$ cat src/rtl/pong_game_sequencer.sv
// Match-level sequencer for pong: attract, serve delay, rally, point pause and game over,
// with BCD scoring and tone arbitration. PONG_SEQ_AUTO_RESTART_EN enables OVER -> IDLE timeout.
module pong_game_sequencer #(
    parameter int unsigned SERVE_FRAMES = 60,
    parameter int unsigned POINT_FRAMES = 45,
    parameter int unsigned WIN_SCORE    = 9,
    parameter int unsigned OVER_FRAMES  = 255
) (
    input  logic       clk,
    input  logic       reset,
    input  logic       frame_tick,
    input  logic       start_btn,
    input  logic       miss_left,
    input  logic       miss_right,
    input  logic       paddle_hit,
    output logic       ball_run,
    output logic       ball_center,
    output logic       serve_dir,
    output logic [3:0] score0_bcd,
    output logic [3:0] score1_bcd,
    output logic [1:0] winner,
    output logic [2:0] state,
    output logic       tone_req,
    output logic [1:0] tone_sel
);

    typedef enum logic [2:0] {
        StIdle  = 3'd0,
        StServe = 3'd1,
        StRally = 3'd2,
        StPoint = 3'd3,
        StOver  = 3'd4
    } state_e;

    localparam logic [9:0] ServeLoad = 10'(SERVE_FRAMES - 1);
    localparam logic [9:0] PointLoad = 10'(POINT_FRAMES - 1);
    localparam logic [9:0] OverLoad  = 10'(OVER_FRAMES - 1);
    localparam logic [3:0] WinDigit  = 4'(WIN_SCORE);

    localparam logic [1:0] ToneNone   = 2'd0;
    localparam logic [1:0] TonePaddle = 2'd1;
    localparam logic [1:0] TonePoint  = 2'd2;
    localparam logic [1:0] ToneOver   = 2'd3;

    state_e     state_q, state_d;
    logic [9:0] timer_q, timer_d;
    logic       start_q, start_d;
    logic [3:0] score0_q, score0_d;
    logic [3:0] score1_q, score1_d;
    logic [1:0] winner_q, winner_d;
    logic       serve_dir_q, serve_dir_d;
    logic       ball_run_q, ball_run_d;
    logic       ball_center_q, ball_center_d;
    logic       tone_req_q, tone_req_d;
    logic [1:0] tone_sel_q, tone_sel_d;

    logic       start_rise;
    logic       restart;
    logic       point;
    logic       won;
    logic [3:0] score0_inc;
    logic [3:0] score1_inc;

    always_comb begin
        state_d       = state_q;
        timer_d       = timer_q;
        start_d       = start_btn;
        score0_d      = score0_q;
        score1_d      = score1_q;
        winner_d      = winner_q;
        serve_dir_d   = serve_dir_q;
        ball_center_d = 1'b0;
        tone_req_d    = 1'b0;
        tone_sel_d    = ToneNone;
        point         = 1'b0;
        won           = 1'b0;
        score0_inc    = score0_q + 4'd1;
        score1_inc    = score1_q + 4'd1;

        start_rise = start_btn & ~start_q;
        restart    = start_rise && ((state_q == StIdle) || (state_q == StOver));

        case (state_q)
            StServe: begin
                if (frame_tick) begin
                    if (timer_q == '0) begin
                        state_d = StRally;
                    end else begin
                        timer_d = timer_q - 10'd1;
                    end
                end
            end
            StRally: begin
                // miss_left wins a simultaneous double miss
                if (miss_left) begin
                    score1_d    = score1_inc;
                    serve_dir_d = 1'b1;
                    point       = 1'b1;
                    won         = (score1_inc == WinDigit);
                end else if (miss_right) begin
                    score0_d    = score0_inc;
                    serve_dir_d = 1'b0;
                    point       = 1'b1;
                    won         = (score0_inc == WinDigit);
                end

                if (point) begin
                    tone_req_d = 1'b1;
                    if (won) begin
                        winner_d   = miss_left ? 2'b10 : 2'b01;
                        state_d    = StOver;
                        timer_d    = OverLoad;
                        tone_sel_d = ToneOver;
                    end else begin
                        state_d    = StPoint;
                        timer_d    = PointLoad;
                        tone_sel_d = TonePoint;
                    end
                end else if (paddle_hit) begin
                    tone_req_d = 1'b1;
                    tone_sel_d = TonePaddle;
                end
            end
            StPoint: begin
                if (frame_tick) begin
                    if (timer_q == '0) begin
                        state_d       = StServe;
                        timer_d       = ServeLoad;
                        ball_center_d = 1'b1;
                    end else begin
                        timer_d = timer_q - 10'd1;
                    end
                end
            end
            StOver: begin
`ifdef PONG_SEQ_AUTO_RESTART_EN
                // Scores and winner stay visible in IDLE until the next start
                if (frame_tick) begin
                    if (timer_q == '0) begin
                        state_d = StIdle;
                    end else begin
                        timer_d = timer_q - 10'd1;
                    end
                end
`else
                state_d = StOver;
`endif
            end
            StIdle: begin
                state_d = StIdle;
            end
            default: begin
                state_d = StIdle;
            end
        endcase

        if (restart) begin
            state_d       = StServe;
            timer_d       = ServeLoad;
            score0_d      = 4'd0;
            score1_d      = 4'd0;
            winner_d      = 2'b00;
            serve_dir_d   = 1'b0;
            ball_center_d = 1'b1;
        end

        ball_run_d = (state_d == StRally);
    end

    always_ff @(posedge clk or posedge reset) begin
        if (reset) begin
            state_q       <= StIdle;
            timer_q       <= '0;
            start_q       <= 1'b0;
            score0_q      <= '0;
            score1_q      <= '0;
            winner_q      <= '0;
            serve_dir_q   <= 1'b0;
            ball_run_q    <= 1'b0;
            ball_center_q <= 1'b0;
            tone_req_q    <= 1'b0;
            tone_sel_q    <= '0;
        end else begin
            state_q       <= state_d;
            timer_q       <= timer_d;
            start_q       <= start_d;
            score0_q      <= score0_d;
            score1_q      <= score1_d;
            winner_q      <= winner_d;
            serve_dir_q   <= serve_dir_d;
            ball_run_q    <= ball_run_d;
            ball_center_q <= ball_center_d;
            tone_req_q    <= tone_req_d;
            tone_sel_q    <= tone_sel_d;
        end
    end

    assign ball_run    = ball_run_q;
    assign ball_center = ball_center_q;
    assign serve_dir   = serve_dir_q;
    assign score0_bcd  = score0_q;
    assign score1_bcd  = score1_q;
    assign winner      = winner_q;
    assign state       = state_q;
    assign tone_req    = tone_req_q;
    assign tone_sel    = tone_sel_q;

endmodule

$ cat config.mk
export PLATFORM = sky130hd
export DESIGN_NAME = pong_game_sequencer
export DESIGN_NICKNAME = d
export VERILOG_FILES = /design/src/rtl/pong_game_sequencer.sv
export SDC_FILE = /design/constraint.sdc
export NUM_CORES = 1
export LEC_CHECK = 0
export CAP_MARGIN = 20
export CORE_ASPECT_RATIO = 0.8
export CORE_MARGIN = 8
export CORE_UTILIZATION = 25
export DETAILED_ROUTE_END_ITERATION = 16
export HOLD_SLACK_MARGIN = 0.15
export PLACE_DENSITY_LB_ADDON = 0.3
export RECOVER_POWER = 50
export SLEW_MARGIN = 30
export SYNTH_ARGS = -nofsm -noshare
export SYNTH_HDL_FRONTEND = slang
export SYNTH_SLANG_ARGS = --single-unit
$ cat constraint.sdc
create_clock -name clk -period 3.44 [get_ports clk]
set_clock_uncertainty 0.15 [all_clocks]
set_input_delay 0.516 -clock clk [delete_from_list [all_inputs] [get_ports clk]]
set_output_delay 0.516 -clock clk [all_outputs]
set_load 0.01 [all_outputs]
Yosys cells after proc, flatten, opt, wreduce, memory -nomap -nowiden
Cells that the tools add are included.
- register bits: 30
- input bits: 7
- output and inout bits: 19
- word-level logic and storage cells: 93
- $add $sub $neg: 3
- eq/ne operators: 12
- multiplexer cells: 49
- bitwise gates (word level): 2
- reduce and logical (&&, ||, !) cells: 16
- operators by type and width (cell ; count):
    10-bit two-way mux ; 6
    10-bit one-hot mux with 3 select lines ; 1
    4-bit two-way mux ; 7
    3-bit two-way mux ; 7
    1-bit two-way mux ; 19
    2-bit two-way mux ; 7
    3-bit inequality test (second input constant) ; 4
    3-bit one-hot mux with 4 select lines ; 1
    10-bit zero test ; 1
    2-bit nonzero test ; 5
    10-bit by 1-bit subtractor with 10-bit output (second input constant) ; 1
    3-bit by 2-bit == test with 1-bit output (second input constant) ; 3
    4-bit by 1-bit adder with 4-bit output (second input constant) ; 2
    4-bit == test (second input constant) ; 2
    8-bit two-way mux ; 1
    3-bit AND reduction ; 2
    5-bit AND reduction ; 1
    2-bit AND reduction ; 2
    4-bit nonzero test ; 1
    3-bit by 1-bit == test with 1-bit output (second input constant) ; 1
    3-bit == test (second input constant) ; 1
    3-bit zero test ; 1
    3-bit nonzero test ; 1
    2-bit by 1-bit inequality test with 1-bit output (second input constant) ; 1
    4 further kinds ; 4

Logic depth before layout (Yosys ltp)
Gate-level depths: netlist of run 1.
- depth after elaboration: 10
- mapped depth: 8
- mapped depth without buffers: 7

Worst setup path after synthesis of run 1
OpenSTA, ideal clock, no wires.
- path type: register -> register
- start: register timer_q[0]
- end: register timer_q[3]
- library setup time: 119 ps
- arrival: 1947 ps
- data required time: 3171 ps
- setup slack: 1224 ps
- stages on the path, launching flop included: 9
- buffers on the path: 1
- period minus slack after synthesis: 2216 ps
- path through: dfrtp_1 inv_1 ha_1 or4b_4 nor4_4 o31ai_2 buf_6 o31a_2 o21a_1
- word-level cells in the longest chain between the ends: 5
- elaborated cells between the ends (all ways): 10
- classes of those cells: add/sub: 1; eq/ne: 1; mux: 6; reduce/logical: 2
- RTL lines (item ; RTL line ; text):
    start: declaration ; 46 ; logic [9:0] timer_q, timer_d;
    start signal: assignment ; 185 ; timer_q <= timer_d;
    10-bit by 1-bit subtractor with 10-bit output / 10-bit zero test (equally long branches) ; - ;
    10-bit two-way mux, on equally long branches ; 126, 86 ;
    10-bit two-way mux, on equally long branches ; 125, 85 ;
    10-bit one-hot mux with 3 select lines ; 83 ; case (state_q)
    10-bit two-way mux ; 157 ; if (restart) begin
Several ways; a longest one is shown, not always the timed one. The select of a mux whose other input is x is not followed.
A chain may end at the register's enable or synchronous reset.

Worst setup path in the final report of run 1
- start: register timer_q[0]
- end: register timer_q[5]
The elaborated chain is that of the path after synthesis.

==> reports/summary.txt, run 1 <==
antenna violations before repair - 0
YS warnings - 0
routability cong. - 0.7566
TritonCTS Buffers - 5
global-route wire length before repair - 7527 µm
global route total overflow - 0
Multi-input gate area - 910.9 µm²
post-synthesis async set-or-reset flop share - 100.0%
pwr/cell area - 520.2 nW/µm²
Pins Over Slew Limit - 31
dpl hpwl - 3181 µm
failing checks - capacitance limit, slew limit
final WL - 4441 µm
Initial DRT Pass Iterations - 4
CP Launch Type - flop
outcome - complete, but fails checks
CTS tree - done
Max Cap Viol - 1
setup ws final - 0.9140 ns
routed vias - 1448
Worst Path Arrival - 2.55 ns
most common flop cell mapped by yosys - dfrtp_1
RSZ-0062 raised after global routing - false
Total GRT Usage - 9.464%
Syn-to-layout area delta - 23.73%
R2R setup slack - 0.91 ns
syn_nets - 200
final net count - 229
Final Util - 31.67%
CTS Hold Bufs - 0
fin crit share - 73.43%
post-CTS sizing - 0
crit path kind - flop to flop
dpl ws - 0.8079 ns
sequential area share after synthesis - 42.77%
Yosys cell types - 47
Cells after Synth - 188
Cell Rows - 27
most frequent cells in the layout - dfrtp_1, nor2_1, clkdlybuf4s50_1, nand2_1, a21oi_1
Slew @ Worst Pin - 1.688 ns
CP Data Required Time - 3.46 ns
Chip Height - 90.95 µm
Hold Vio Cnt, Final - 0
CTS clk-pin slew, worst paths - 0.07 ns
DR top layer - met4
Hold Crit Class - flop to flop
num ports - 26
total inserted antenna cells - 0
number of synthesized flops with an enable pin - 0
Slew HR - -12.56%
Syn Std Cell Area - 1755 µm²
clk root buf - clkbuf_8
leading area contributor after synthesis - dfrtp_1
worst-path fanout max - 13
# fillers - 719
WL met2 - 1734 µm
Max VDD drop - 0.0001308 V
largest net degree at the start of global routing - 31
PortBufs - 25
H-tree depth - 2
layout cells sized above 1 - 10.55%
post-synthesis average cell area - 9.337 µm²
die area - 9976 µm²
top cells by area, synth - dfrtp_1, nor2_1, nand2_1
vias in the first global route - 1466
routed length per instance - 14.56 µm
setup bufs post-CTS - 0
core area - 6858 µm²
Sink Count - 30
Final ANT Viol Nets - 0
#FFs+latches synth - 30
DRC Markers - 0
Register Area - 750.7 µm²
fmax - 395.9 MHz
total power - 0.001130 W
met1 WL - 2429 µm
min cycle time layout - 2.526 ns
clk buf depth - 2
commonest non-fill, non-tap cell in the layout - dfrtp_1
routed wl met3 - 268 µm
Vias per Instance - 4.748
crit path capture type - flop
Final setup violation count - 0
setup TNS - 0 ns
top cell type's share of synthesized area - 42.77%
DIE WIDTH - 109.7 µm
DR iter-0 viols - 83
Initial Util - 25.60%
Clk Latency, worst-skew pair - 0.28 ns
leak pwr - 0.8926 nW
==> cells in the mapped netlist, types with 2 or more instances <==
cell,number
nor2_1,20
o211ai_1,2
a32oi_1,2
a22oi_1,3
a21oi_1,11
nand3_1,7
nor4_4,2
or3_1,5
or2_2,3
or4b_4,2
and3_1,2
nor3_1,7
clkbuf_1,2
clkbuf_8,2
nand2_1,17
o21ai_0,10
xnor2_1,6
o2bb2ai_1,2
a21boi_0,3
inv_1,10
nand2b_1,2
o21a_1,3
ha_1,5
and2_1,2
mux2i_1,2
dfrtp_1,30
nor3b_1,3
nand4_1,2
or3b_2,2
buf_2,2
==> flip-flops by register name, indices dropped and copies added (netlist names) <==
signal and count:
score0_bcd 4, tone_sel 2, winner 2, tone_req 1, serve_dir 1, score1_bcd 4, timer_q 10, ball_run 1
ball_center 1, start_q 1, state 3
==> stage by stage <==
| step | area (µm²) | hold WS, ns | instances |
|---|---|---|---|
| 2_1_floorplan | 1755 | 0.3586 | 188 |
| 3_3_place_gp | 2088 | 0.3655 | 297 |
| 3_5_place_dp | 2088 | 0.3698 | 297 |
| 4_1_cts | 2180 | 0.3797 | 305 |
| 5_1_grt | 2172 | 0.4123 | 305 |
| 6_report | 2172 | 0.3758 | 305 |
==> final timing paths <==
check                                       startpoint                endpoint  depth (start not counted)
worst max-delay path            timer_q[0]$_DFFE_PP0P_  timer_q[5]$_DFFE_PP0P_                          8
worst min-delay path             serve_dir$_DFFE_PP0P_   serve_dir$_DFFE_PP0P_                          2
worst max register to register  timer_q[0]$_DFFE_PP0P_  timer_q[5]$_DFFE_PP0P_                          8
worst min register to register   serve_dir$_DFFE_PP0P_   serve_dir$_DFFE_PP0P_                          2
max in group asynchronous                        reset      ball_run$_DFF_PP0_                          3
min in group asynchronous                        reset   winner[1]$_DFFE_PP0P_                          3
==> cell families (layout without fill, tap and decap cells) <==
family	after synthesis	in the layout	share of synthesized area (%)
AOI/OAI and AO/OA	44	44	16.61
adders and majority gates	5	5	3.564
muxes	2	2	1.140
xor gates and xnor gates	7	7	3.493
DFF	30	30	42.77
buffers and inverters	17	47	5.346
and+or+nand+nor	83	83	27.09
==> worst max-delay path, cell delays in order (launching register included) <==
cell and delay, ns:
dfrtp_1 0.41, inv_1 0.09, ha_1 0.21, or4b_4 0.54, nor4_4 0.35, o31ai_2 0.09
buf_4 0.20, a21boi_0 0.14, o22a_2 0.24
==> layout make-up <==
class	count	area share, %
Clock buffer	7	3.975
Multi-Input combinational cell	141	41.94
Sequential cell	30	34.56
Tap cell	87	5.012
Clock inverter	1	0.2304
Inverter	10	1.728
Timing Repair Buffer	29	12.56
==> metal layers <==
layer	up-vias	GRT usage [%]
met1	689	14.32
met5	-	0
met3	2	3.460
met2	32	12.04
met4	0	2.357
li1	725	-
==> power breakdown <==
group	switching, W	internal (W)	total [W]	leakage (nW)
sequential	0.0000946	0.000420	0.000514	0.389
clock	0.000136	0.000161	0.000298	0.0482
combinational	0.000165	0.000153	0.000318	0.456
total	0.000396	0.000734	0.00113	0.893
No activity file was read; power rests on OpenSTA's default activity.
==> inputs of run 2 (changes only) <==
- clock period: 3.44 -> 2.1 ns (I/O delays scaled with it)
==> run 2 against run 1 <==
- the flow finishes with violations (setup timing)
- sequential power up 55%
- via count increased by 11%
- maximum frequency is 13% higher
- count of clock-buffer cells in the layout down 2
- largest power group is now combinational logic
==> reports/summary.txt, run 2 (synthesis gave the netlist of run 1 again) <==
outcome - complete, but fails checks
failing checks - setup timing
num ports - 26 (unchanged)
Vias per Instance - 4.716 (-0.67%)
routed vias - 1608 (+11%)
met1 WL - 2703 µm (+11%)
global-route wire length before repair - 8349 µm (+11%)
Slew HR - 45.14% (+58 points)
CP Data Required Time - 2.12 ns (-1.34 ns)
dpl ws - -0.3626 ns (-1.170 ns)
setup TNS - -0.9158 ns (-0.9158 ns)
max reg flops - 10 (unchanged)
CP Cell Sequence - inv_2 -> ha_4 -> or4b_4 -> nor4_4 -> nor2_4 -> a32oi_1 -> o21ai_1
worst r2r src - timer_q[0]$_DFFE_PP0P_
pwr/cell area - 871.8 nW/µm² (+68%)
DIE WIDTH - 109.7 µm (unchanged)
leak pwr - 1.095 nW (+23%)
final net count - 265 (+16%)
CTS clk-pin slew, worst paths - 0.07 ns (about the same)
fin crit share - 106.4% (+33 points)
Comb pwr share - 37.3% (+9.2 points)
die area - 9976 µm² (unchanged)
Slew @ Worst Pin - 0.8229 ns (-0.8654 ns)
total power - 0.002221 W (+97%)
Worst Path Arrival - 2.26 ns (-0.29 ns)
Hold Startpoint - serve_dir$_DFFE_PP0P_
DRC Markers - 0 (unchanged)
min cycle time layout - 2.234 ns (-0.2916 ns)
DR iter-0 viols - 96 (+16%)
WL met2 - 2070 µm (+19%)
Critical Path Start - timer_q[0]$_DFFE_PP0P_
crit path capture type - flop
# fillers - 703 (-2.2%)
Clk pwr share - 26.9% (+0.6 points)
Hold Vio Cnt, Final - 0 (unchanged)
Net Sw Power - 0.0007664 W (+94%)
fmax - 447.6 MHz (+13%)
clk root buf - clkbuf_8
routed length per instance - 14.92 µm (+2.5%)
Multi-input gate area - 997.2 µm² (+9.5%)
Max VDD drop - 0.0002628 V (+100%)
clk buf depth - 2 (unchanged)
setup ws final - -0.1344 ns (-1.048 ns)
H-tree depth - 2 (unchanged)
CTS tree - done
global route total overflow - 0 (unchanged)
worst-path fanout max - 6 (-7)
routability cong. - 0.8173 (+8.0%)
Final ANT Viol Nets - 0 (unchanged)
Sink Count - 30 (unchanged)
Register Area - 750.7 µm² (unchanged)
Cell Rows - 27 (unchanged)
Final setup violation count - 11 (+11)
antenna violations before repair - 0 (unchanged)
Syn-to-layout area delta - 45.12%
Sw Ratio - 34.51% (-0.54 points)
largest net degree at the start of global routing - 31 (unchanged)
P_int - 0.001454 W (+98%)
hold slack final - 0.3904 ns (+0.01456 ns)
CP Launch Type - flop
layout cells sized above 1 - 28.74% (+18 points)
Worst path max stage delay - 0.53 ns (about the same)
core area - 6858 µm² (unchanged)
Initial Util - 25.60% (unchanged)
Critical Path Slowest Stage Cell - or4b_4
Total GRT Usage - 10.61% (+1.1 points)
commonest non-fill, non-tap cell in the layout - buf_4
RSZ-0062 raised after global routing - true
TritonCTS Buffers - 5 (unchanged)
sequential fraction of design power - 35.8% (-9.7 points)
Initial DRT Pass Iterations - 4 (unchanged)
CP top delay family - simple AND/OR/NAND/NOR gates
Hold Crit Class - flop to flop
Clk Latency, worst-skew pair - 0.29 ns (about the same)
Pins Over Slew Limit - 0 (-100%)
Max Cap Viol - 0 (-1)
most frequent cells in the layout - buf_4, dfrtp_1, clkdlybuf4s50_1, nor2_1, nand2_1
DR top layer - met4
final WL - 5089 µm (+15%)
crit path kind - flop to flop
Most flops, register - timer_q
Chip Height - 90.95 µm (unchanged)
dpl hpwl - 3649 µm (+15%)
vias in the first global route - 1602 (+9.3%)
routed wl met3 - 259 µm (-3.4%)
CTS Hold Bufs - 0 (unchanged)
worst path bufs/invs - 1 (-1)
total inserted antenna cells - 0 (unchanged)
PortBufs - 25 (unchanged)
[run 2: cell count changes in the layout (fill, tap and decap cells not counted), sizes merged]
| cell | previous run | this run |
|---|---|---|
| clkdlybuf4s50 | 19 | 23 |
| bufinv | 0 | 1 |
| clkinv | 1 | 2 |
| o31ai | 2 | 3 |
| dlygate4sd3 | 6 | 2 |
| buf | 2 | 38 |
| clkbuf | 9 | 6 |
[run 2: metrics by stage]
step | std cells | util, % | cell area [µm²]
after global placement | 328 | 33.88 | 2323
final | 341 | 37.15 | 2547
after CTS | 338 | 36.33 | 2491
after floorplan | 188 | - | 1758
after global routing | 341 | 37.15 | 2547
after detailed placement | 328 | 33.88 | 2323
[run 2: metal layers]
metal | up-vias | GRT usage, %
met1 | 766 | 15.99
met3 | 8 | 3.249
met4 | 0 | 3.704
li1 | 804 | -
met2 | 30 | 13.54
met5 | - | 0
[run 2: final timing paths]
kind / to / slack (ns) / cells after the start
worst max register to register: timer_q[7]$_DFFE_PP0P_ / -0.13 / 7
worst min-delay path: serve_dir$_DFFE_PP0P_ / 0.39 / 2
max in group asynchronous: state[2]$_DFF_PP0_ / 0.74 / 3
min in group asynchronous: tone_req$_DFF_PP0_ / 0.54 / 3
worst max-delay path: timer_q[7]$_DFFE_PP0P_ / -0.13 / 7
worst min register to register: serve_dir$_DFFE_PP0P_ / 0.39 / 2
[run 2: final cells by class]
type	count	area share [%]
multi-input cells	142	39.15
repair buffers	64	21.37
inverters	10	1.473
flip-flops and latches	30	29.47
well taps	87	4.273
clock inverters	3	1.572
clock buffers	5	2.701
[run 2: repair_timing]
item / 4_1_cts / 5_1_grt
resized for setup: 8 / 13
gates cloned: 1 / 0
buffers inserted: 1 / 3
pin swaps: 2 / 9
setup endpoints to repair: 11 / 12
[run 2: power groups by stage]
stage / Clock (W) / Combinational (W) / Sequential (W)
2_1_floorplan: 0 / 0.000406 / 0.000810
3_3_place_gp: 0 / 0.000743 / 0.000793
3_5_place_dp: 0 / 0.000745 / 0.000793
4_1_cts: 0.000609 / 0.000796 / 0.000788
5_1_grt: 0.000641 / 0.000900 / 0.000818
6_report: 0.000596 / 0.000828 / 0.000796
[run 2: worst register-to-register path, delay by kind of cell, from the launching register on]
| family | cells | cell delay [ns] |
|---|---|---|
| adder cells (fa/ha/maj) | 1 | 0.14 |
| flip-flops | 1 | 0.39 |
| AO/OA/AOI/OAI | 2 | 0.30 |
| AND/OR/NAND/NOR | 3 | 1.07 |
| buffers and inverters | 1 | 0.08 |
==> inputs of run 3 (changes only) <==
- TNS_END_PERCENT: not set -> 100
==> results of run 3 <==
No change in the layout: final DEF, timing and power equal those of run 2.
